`src/rtl/round_rr_share.sv`:
```
// round_rr_share
//   Two requesters share one round-half-to-even rounding stage. A two-way
//   round-robin arbiter picks a requester, the winner's value is rounded
//   (NBITS LSBs removed), and the result is registered with one cycle of
//   latency. The output register drains and refills in the same cycle, so
//   the block sustains one result per cycle.
//
// Parameters
//   DIN    data width of both inputs and the output
//   NBITS  number of LSBs removed by rounding (2 <= NBITS < DIN)
//
// Ports
//   clk, rst                 clock, synchronous active-high reset
//   din0_valid/data/ready    requester 0 handshake
//   din1_valid/data/ready    requester 1 handshake
//   dout_valid/data/src      registered rounded result and its requester
//   dout_ready               consumer accepts dout
module round_rr_share #(
   parameter int DIN   = 16,
   parameter int NBITS = 4
) (
   input  logic           clk,
   input  logic           rst,
   input  logic           din0_valid,
   input  logic [DIN-1:0] din0_data,
   output logic           din0_ready,
   input  logic           din1_valid,
   input  logic [DIN-1:0] din1_data,
   output logic           din1_ready,
   output logic           dout_valid,
   output logic [DIN-1:0] dout_data,
   output logic           dout_src,
   input  logic           dout_ready
);

   logic           lg;        // index of the last granted requester
   logic           slot_free;
   logic           grant0;
   logic           grant1;
   logic           xfer;
   logic           sel;
   logic [DIN-1:0] sel_data;
   logic [DIN-1:0] rounded;

   // Round-half-to-even: increment the kept part when the removed part is
   // above half (R & S), or exactly half and the kept LSB is odd (R & L).
   function automatic logic [DIN-1:0] round_rne(input logic [DIN-1:0] d);
      logic           l;
      logic           r;
      logic           s;
      logic [DIN-1:0] q;
      l = d[NBITS];
      r = d[NBITS-1];
      s = |d[NBITS-2:0];
      q = (d >> NBITS) + {{(DIN-1){1'b0}}, (r & (s | l))};
      // Shift drops any carry out of the MSB, giving modulo 2^DIN wrap.
      return q << NBITS;
   endfunction

   assign slot_free = ~dout_valid | dout_ready;

   // With both requesting, the one not granted last time wins.
   assign grant0 = din0_valid & (~din1_valid | lg);
   assign grant1 = din1_valid & (~din0_valid | ~lg);

   assign din0_ready = ~rst & slot_free & grant0;
   assign din1_ready = ~rst & slot_free & grant1;

   assign xfer     = din0_ready | din1_ready;
   assign sel      = din1_ready;
   assign sel_data = sel ? din1_data : din0_data;
   assign rounded  = round_rne(sel_data);

   always_ff @(posedge clk) begin
      if (rst) begin
         dout_valid <= 1'b0;
         dout_data  <= '0;
         dout_src   <= 1'b0;
         lg         <= 1'b1;
      end else if (xfer) begin
         // Covers both the empty-slot load and the drain-and-refill case.
         dout_valid <= 1'b1;
         dout_data  <= rounded;
         dout_src   <= sel;
         lg         <= sel;
      end else if (dout_ready) begin
         // Drained with nothing new: data and src keep their last values.
         dout_valid <= 1'b0;
      end
   end

endmodule

```
`config.mk`:
```
export PLATFORM = sky130hd
export DESIGN_NAME = round_rr_share
export DESIGN_NICKNAME = d
export VERILOG_FILES = /design/src/rtl/round_rr_share.sv
export SDC_FILE = /design/constraint.sdc
export NUM_CORES = 1
export LEC_CHECK = 0
export CAP_MARGIN = 10
export CELL_PAD_IN_SITES_DETAIL_PLACEMENT = 1
export CELL_PAD_IN_SITES_GLOBAL_PLACEMENT = 1
export CORE_ASPECT_RATIO = 1.75
export CORE_MARGIN = 1.5
export CORE_UTILIZATION = 25
export DETAILED_ROUTE_END_ITERATION = 7
export PLACE_DENSITY = 0.83
export SLEW_MARGIN = 20
export SYNTH_ARGS = -nofsm -noshare
export SYNTH_HDL_FRONTEND = slang
export SYNTH_SLANG_ARGS = --single-unit
```
`constraint.sdc`:
```
create_clock -name clk -period 2.62 [get_ports clk]
set_input_delay 0.524 -clock clk [delete_from_list [all_inputs] [get_ports clk]]
set_output_delay 0.524 -clock clk [all_outputs]
set_load 0.03 [all_outputs]
```
# Yosys cells after proc, flatten, opt, wreduce, memory -nomap -nowiden
# Cells that the tools add are included.
[classes]
n_addsub = 1
n_mux = 3
bitwise_logic = 16
n_reduce_logical = 2
[op_table]
columns = ["op", "count"]
rows = [
  ["$mux 16", 1],
  ["$add 12x1->12", 1],
  ["$and 1x1->1", 6],
  ["$not 1->1", 5],
  ["$or 1x1->1", 5],
  ["$reduce_or 3->1", 1],
  ["$mux 1", 2],
  ["$reduce_bool 2->1", 1],
]
[totals]
ff_bits = 15
in_bits = 37
out_inout_bits = 20
word_cells = 26

# Depth between registers and ports, before layout
# Gate-level depths: netlist of the first run.
[logic_depth]
word_depth = 9
mapped_depth = 13
depth_no_buf = 11

# Worst setup path before layout of the first run
# Ideal clock, no wire load.
[synth_timing]
kind = "in2reg"
from = "input dout_ready"
to = "register dout_data[12]"
setup_ns = 0.086
arrival_ns = 2.948
required_time_ns = 2.534
slack_ns = -0.413
stages = 12
n_path_buf = 2
cell_sequence = "nand2b_4 > nand4_4 > inv_4 > buf_1 > a31o_2 > ha_1 > clkbuf_1 > nand3_1 > or3_1 > mux2i_1 > xor2_1 > a211oi_1"
[synth_via]
elab_chain_len = 8
word_cells_on_any_way = 10
classes_between = "1 x add/sub; 1 x mux; 7 x bitwise; 1 x reduce/logical"
[synth_rtl]
columns = ["element", "line_no", "text"]
rows = [
  ["start: declaration", "33", "input logic dout_ready"],
  ["$or 1x1->1 (*)", "60", "assign slot_free = ~dout_valid | dout_ready;"],
  ["$and 1x1->1 (*) (2 in series)", "67", "assign din1_ready = ~rst & slot_free & grant1;"],
  ["via din1_ready", "29", "output logic din1_ready,"],
  ["$mux 16", "71", "assign sel_data = sel ? din1_data : din0_data;"],
  ["$reduce_or 3->1", "54", "s = |d[NBITS-2:0];"],
  ["$or 1x1->1", "55", "q = (d >> NBITS) + {{(DIN-1){1'b0}}, (r & (s | l))};"],
  ["$and 1x1->1", "55", ""],
  ["$add 12x1->12", "55", ""],
  ["end signal: assignment", "83", "dout_data <= rounded;"],
  ["end: declaration", "31", "output logic [DIN-1:0] dout_data,"],
]
# The timed path passes the listed nets; every way through them passes the cells marked *.
# A chain may end at the register's enable or synchronous reset.

# Final worst setup path of the first run
[layout_timing]
from = "input dout_ready"
to = "register dout_data[12]"
[layout_via]
elab_chain_len = 8
word_cells_on_any_way = 10
classes_between = "1 x add/sub; 1 x mux; 7 x bitwise; 1 x reduce/logical"
[layout_rtl]
columns = ["element", "line_no"]
rows = [
  ["$or 1x1->1 (*)", "60"],
  ["$and 1x1->1 (*)", "66, 67"],
  ["$and 1x1->1", "67"],
  ["$mux 16", "71"],
  ["$reduce_or 3->1", "54"],
  ["$or 1x1->1", "55"],
  ["$and 1x1->1", "55"],
  ["$add 12x1->12", "55"],
]
# Mark *: on every way between the ends. The rest lies on a longest branch, timed or not.

==> impl_metrics.json, run 1 <==
{
  "outcome": "finished clean",
  "nNetsFinal": 243,
  "vias_per_cell": 4.99,
  "cts_tree": "built",
  "crit_chain": "clkdlybuf4s50_1 > nand2b_4 > nand4_4 > inv_4 > a31o_2 > ha_2 > nand3_1 > or3_1 > mux2i_1 > xor2_1 > a211oi_1",
  "portBuffers": 52,
  "start_util_pct": 25.7,
  "dieArea_um2": 4920,
  "cts_buffers": 3,
  "max_stage_delay_ns": 0.48,
  "grt.overflow.total": 0,
  "path_clk_slew_ns": 0.06,
  "postRouteAntennaNets": 0,
  "dr.pass1.iters": 4,
  "min_path_type": "reg2reg",
  "routabilityCongestion": 0.794,
  "maxCapViolCount": 0,
  "ys_warn_count": 0,
  "final-hold-violation-count": 0,
  "cts-root-buf": "clkbuf_8",
  "numPlacedInstances": 251,
  "setup_ws_ns": 0.139,
  "cts_max_path_buffers": 2,
  "ys.flop_type": "dfxtp_1",
  "diodes": 0,
  "max-vdd-ir-drop_mv": 0.246,
  "drt_iter0_drc": 8,
  "vias": 1273,
  "tns_ns": 0,
  "final_cell_mix": "clkdlybuf4s50_1, nand2_1, buf_4, dfxtp_1",
  "cp_data_arrival_time_ns": 2.64,
  "end_kind": "register",
  "syn_area_per_cell_um2": 8.07,
  "grt_pass1_wl_mm": 5.94,
  "grt_pass1_vias": 1313,
  "r2r_slack_ns": 0.56,
  "antenna_found_initial": 0,
  "nFillCells": 542,
  "crit_slowest_cell": "clkdlybuf4s50_1",
  "hold_depth": 2,
  "ys_seq_elements": 15,
  "core_um2": 4360,
  "r2r_cells": 11,
  "syn_to_final_growth_pct": 62.5,
  "synthCells": 139,
  "multi_input_area_um2": 766,
  "synth.area.top_cells": "dfxtp_1, mux2i_1, xnor2_1, nand2_1, nand3_1",
  "track_usage_pct": 16.1,
  "fin_crit_ns": 2.48,
  "critical_path_class": "in2reg",
  "finalMaxSlewViolations": 0,
  "critPathLaunchType": "input pin",
  "post_cts_buffers": 0,
  "rsz0062_at_grt": "no",
  "r2r_end": "dout_data[12]",
  "setup_viol": 0,
  "fmax_mhz": 403,
  "synth.top_cell.area_share_pct": 26.8,
  "synthDistinctLibCells": 42,
  "power.leakage_nw": 0.721,
  "regArea_um2": 300,
  "pre_cts_ws_ns": -0.181,
  "yosys.area.top_type": "dfxtp_1",
  "drc": 0,
  "synth-async-reset-ratio_pct": 0,
  "cts.sinks": 15,
  "layout_worst_path_cycle_share_pct": 94.7,
  "layout-drive-gt1-share_pct": 14.7,
  "finalClockSkew_ns": 0.00258,
  "synth_edf_count": 0,
  "rows": 32,
  "regToRegStartpoint": "dout_valid",
  "grt_max_degree": 14,
  "place_hpwl_mm": 3.18,
  "post_drt_wl_per_cell_um": 14.4,
  "htreeDepth": 1,
  "yosysSeqAreaShare_pct": 26.8,
  "io_pins": 57,
  "critPathMaxFanout": 6,
  "crit_required_ns": 2.78,
  "die_height_um": 91.6,
  "stdcell_count": 255,
  "mostFrequentLayoutCell": "clkdlybuf4s50_1",
  "wl_mm": 3.68,
  "hold_start": "dout_data[10]",
  "syn-cell-area_um2": 1120,
  "clkLatencyLatePin_ns": 0.24,
  "power.density_nw_per_um2": 389,
  "dieWidth_um": 53.7,
  "hold_end": "dout_data[10]"
}
==> per-layer routing <==
layer	share of wire [%]	track usage, %	vias to the layer above
met5	0	0	-
met4	1.7	7.26	0
met3	3.1	1.79	4
met2	59	30.0	33
met1	36	16.6	603
li1	-	-	633
==> synth_stat cells, types with 4 or more instances <==
cell / count
a21oi_1: 8
and3_1: 6
buf_4: 4
clkbuf_1: 4
dfxtp_1: 15
mux2i_1: 9
nand2_1: 17
nand3_1: 9
nand4_1: 5
nor2_1: 6
o211ai_1: 5
xnor2_1: 8
==> worst max-delay path: cells and delay by family <==
family	cells	cell delay, ns
compound gates	2	0.35
xor+xnor	1	0.09
fa+ha+maj	1	0.22
buf+inv	2	0.57
mux	1	0.17
simple gates	4	0.71
==> kinds of logic (layout without fill, tap and decap cells) <==
| logic type | count (synthesis) | after routing | synth area share, % |
|---|---|---|---|
| xor+xnor | 10 | 10 | 7.80 |
| simple gates | 57 | 57 | 28.0 |
| other cells | 1 | 4 | 0.334 |
| buf+inv | 14 | 76 | 6.24 |
| compound gates | 28 | 28 | 17.4 |
| flops | 15 | 15 | 26.8 |
| fa+ha+maj | 1 | 1 | 1.11 |
| mux | 13 | 13 | 12.4 |
==> worst max-delay path by stage <==
| stage | slack (ns) | end | from | cells past startpoint |
|---|---|---|---|---|
| after floorplan | 0.03 | dout_data[12] | dout_ready | 12 |
| after global placement | -0.1 | dout_data[8] | dout_ready | 12 |
| after detailed placement | -0.18 | dout_data[12] | dout_ready | 11 |
| after CTS | 0.07 | dout_data[12] | dout_ready | 11 |
| after global routing | 0.02 | dout_data[8] | dout_ready | 12 |
| final | 0.14 | dout_data[12] | dout_ready | 11 |
==> stage by stage <==
stage                     power (mW)  hold slack [ns]  area (µm²)  utilization [%]
after floorplan                0.394            0.459        1140                -
after global placement         0.526            0.447        1780             40.7
after detailed placement       0.532            0.452        1780             40.7
after CTS                      0.716            0.460        1820             41.7
after global routing           0.747            0.477        1820             41.8
final                          0.709            0.457        1820             41.8
==> what timing repair did <==
item                       CTS  global route
hold buffers                 0             0
gates resized for setup      0             1
setup endpoints to repair    0             2
==> flip-flops by register name, summed over array words and instances, names as in the netlist <==
name / cells
dout_src: 1
dout_valid: 1
dout_data: 12
lg: 1
==> power breakdown <==
group,internal [mW],total [mW],switching [mW]
Clock,0.108,0.183,0.0755
Combinational,0.134,0.268,0.134
Sequential,0.247,0.258,0.0108
==> layout make-up <==
| class | instances | area share [%] |
|---|---|---|
| clock buffers | 4 | 2.47 |
| multi-input cells | 113 | 42.0 |
| repair buffers | 67 | 34.4 |
| well taps | 51 | 3.50 |
| inverters | 5 | 1.17 |
| flip-flops and latches | 15 | 16.5 |
(Power assumes the default switching activity.)
==> inputs of run 2 (changes only) <==
GPL_TIMING_DRIVEN = 0   (was default)
==> run 2 against run 1 <==
First-iteration DRC count up 110%. Core utilization up 0.89 points. Largest power group unchanged. Die area unchanged. Cell area up 2.1%. Setup slack better by 0.017 ns. Sequential power about the same. Fmax up 0.71%. Cell count up 0.78%. Power up 1.3%. Highest routed layer unchanged.
==> impl_metrics.json, run 2 (same netlist as run 1, synthesis figures left out) <==
{
  "outcome": "finished clean",
  "end_kind": "register",
  "grt_pass1_vias": 1320,
  "mostFrequentLayoutCell": "clkdlybuf4s50_1",
  "finalMaxSlewViolations": 0,
  "p_clk_share_pct": 26.2,
  "regToRegStartpoint": "lg",
  "layout_worst_path_cycle_share_pct": 94.0,
  "place_hpwl_mm": 2.94,
  "vias_per_cell": 4.99,
  "grt_max_degree": 11,
  "rows": 32,
  "seqPwrFrac_pct": 36.0,
  "top_register": "dout_data",
  "dr.pass1.iters": 6,
  "setup_viol": 0,
  "largest_reg_flops": 12,
  "tns_ns": 0,
  "nNetsFinal": 245,
  "layout-drive-gt1-share_pct": 13.1,
  "track_usage_pct": 16.6,
  "start_util_pct": 25.7,
  "stdcell_count": 257,
  "final-hold-violation-count": 0,
  "postRouteAntennaNets": 0,
  "rsz0062_at_grt": "no",
  "nFillCells": 531,
  "vias": 1282,
  "diodes": 0,
  "wl_mm": 3.70,
  "grt.overflow.total": 0,
  "numPlacedInstances": 245,
  "maxCapViolCount": 0,
  "p_total_uw": 718,
  "drc": 0,
  "max-vdd-ir-drop_mv": 0.176,
  "grt_pass1_wl_mm": 6.01,
  "portBuffers": 52,
  "clkLatencyLatePin_ns": 0.25,
  "dieWidth_um": 53.7,
  "utilization_pct": 42.7,
  "r2r_cells": 12,
  "fin_crit_ns": 2.46,
  "p_int_uw": 491,
  "multi_input_area_um2": 766,
  "die_height_um": 91.6,
  "htreeDepth": 1,
  "critPathLaunchType": "input pin",
  "hold_end": "dout_data[10]",
  "hold_depth": 2,
  "cts_buffers": 3,
  "hold_ws_ns": 0.458,
  "io_pins": 57,
  "r2r_end": "dout_data[12]",
  "postCtsHoldBufs": 0,
  "core_um2": 4360,
  "finalClockSkew_ns": 0.00102,
  "routabilityCongestion": 0.767,
  "antenna_found_initial": 0,
  "critical_path_class": "in2reg",
  "combPwrFrac_pct": 37.8,
  "power.density_nw_per_um2": 386,
  "cts_max_path_buffers": 2,
  "final_cell_mix": "clkdlybuf4s50_1, nand2_1, dfxtp_1, buf_4",
  "crit_required_ns": 2.78,
  "switchingPower_uw": 228,
  "post_drt_wl_per_cell_um": 14.4,
  "cp_data_arrival_time_ns": 2.62,
  "path_clk_slew_ns": 0.06,
  "dieArea_um2": 4920,
  "power.leakage_nw": 0.761,
  "r2r_slack_ns": 0.30,
  "syn_to_final_growth_pct": 66.0,
  "drt_iter0_drc": 17,
  "fmax_mhz": 406,
  "hold_start": "dout_data[10]",
  "min_path_type": "reg2reg",
  "cts.sinks": 15,
  "cts_tree": "built",
  "swShare_pct": 31.7,
  "cts-root-buf": "clkbuf_8",
  "regArea_um2": 300,
  "critPathMaxFanout": 10
}
[run 2: changes by cell type in the layout (fill, tap and decap cells not counted), moves of 2 or more]
cell / before / now
clkdlybuf4s50_1: 50 / 46
clkbuf_1: 1 / 4
buf_8: 0 / 3
dlymetal6s2s_1: 0 / 3
buf_4: 17 / 11
dlygate4sd2_1: 0 / 2
[run 2: worst max-delay path by stage]
stage | cells past startpoint | slack [ns] | from | end
6_report | 13 | 0.16 | rst | dout_data[12]
5_1_grt | 13 | 0.003 | rst | dout_data[12]
4_1_cts | 13 | -0.08 | dout_ready | dout_data[12]
3_5_place_dp | 13 | -0.81 | rst | dout_data[12]
3_3_place_gp | 13 | -0.73 | rst | dout_data[12]
2_1_floorplan | 12 | 0.03 | dout_ready | dout_data[12]
[run 2: power by group through the flow]
| stage | combinational [mW] | sequential (mW) | clock, mW |
|---|---|---|---|
| 2_1_floorplan | 0.0985 | 0.296 | 0 |
| 6_report | 0.272 | 0.258 | 0.188 |
| 5_1_grt | 0.293 | 0.261 | 0.202 |
| 4_1_cts | 0.268 | 0.259 | 0.188 |
| 3_5_place_dp | 0.258 | 0.264 | 0 |
| 3_3_place_gp | 0.254 | 0.263 | 0 |
[run 2: layer usage]
layer  GRT usage [%]  up-vias  share of wire (%)
met4            8.12        0                2.8
met2            31.1       35                 58
li1                -      639                  -
met1            16.8      600                 36
met5               0        -                  0
met3            1.79        8                3.1
[run 2: what timing repair did]
action,in CTS,in global routing
pin swaps,3,4
gates cloned,0,0
endpoints found under the setup margin,7,4
hold endpoints to repair,0,0
buffers inserted,5,3
resized for setup,10,7
[run 2: worst max-delay path, stage by stage]
cell	delay (ns)
clkdlybuf4s15_1	0.23
inv_2	0.11
nand4_4	0.12
clkinv_4	0.08
buf_8	0.12
a31o_2	0.16
ha_2	0.18
buf_8	0.12
nand3_1	0.09
or3_1	0.38
mux2i_1	0.16
xor2_1	0.09
a211oi_1	0.25
[run 2: stage by stage]
step	area, µm²	setup WS (ns)
after floorplan	1140	0.0302
after global placement	1720	-0.734
after detailed placement	1720	-0.813
after CTS	1830	-0.0817
after global routing	1860	0.00262
final	1860	0.156
[run 2: layout make-up]
class	count	area share (%)
Multi-Input combinational cell	113	41.1
Timing Repair Buffer	60	31.8
Sequential cell	15	16.1
Buffer	9	3.83
Tap cell	51	3.43
Clock buffer	4	2.42
Inverter	5	1.28
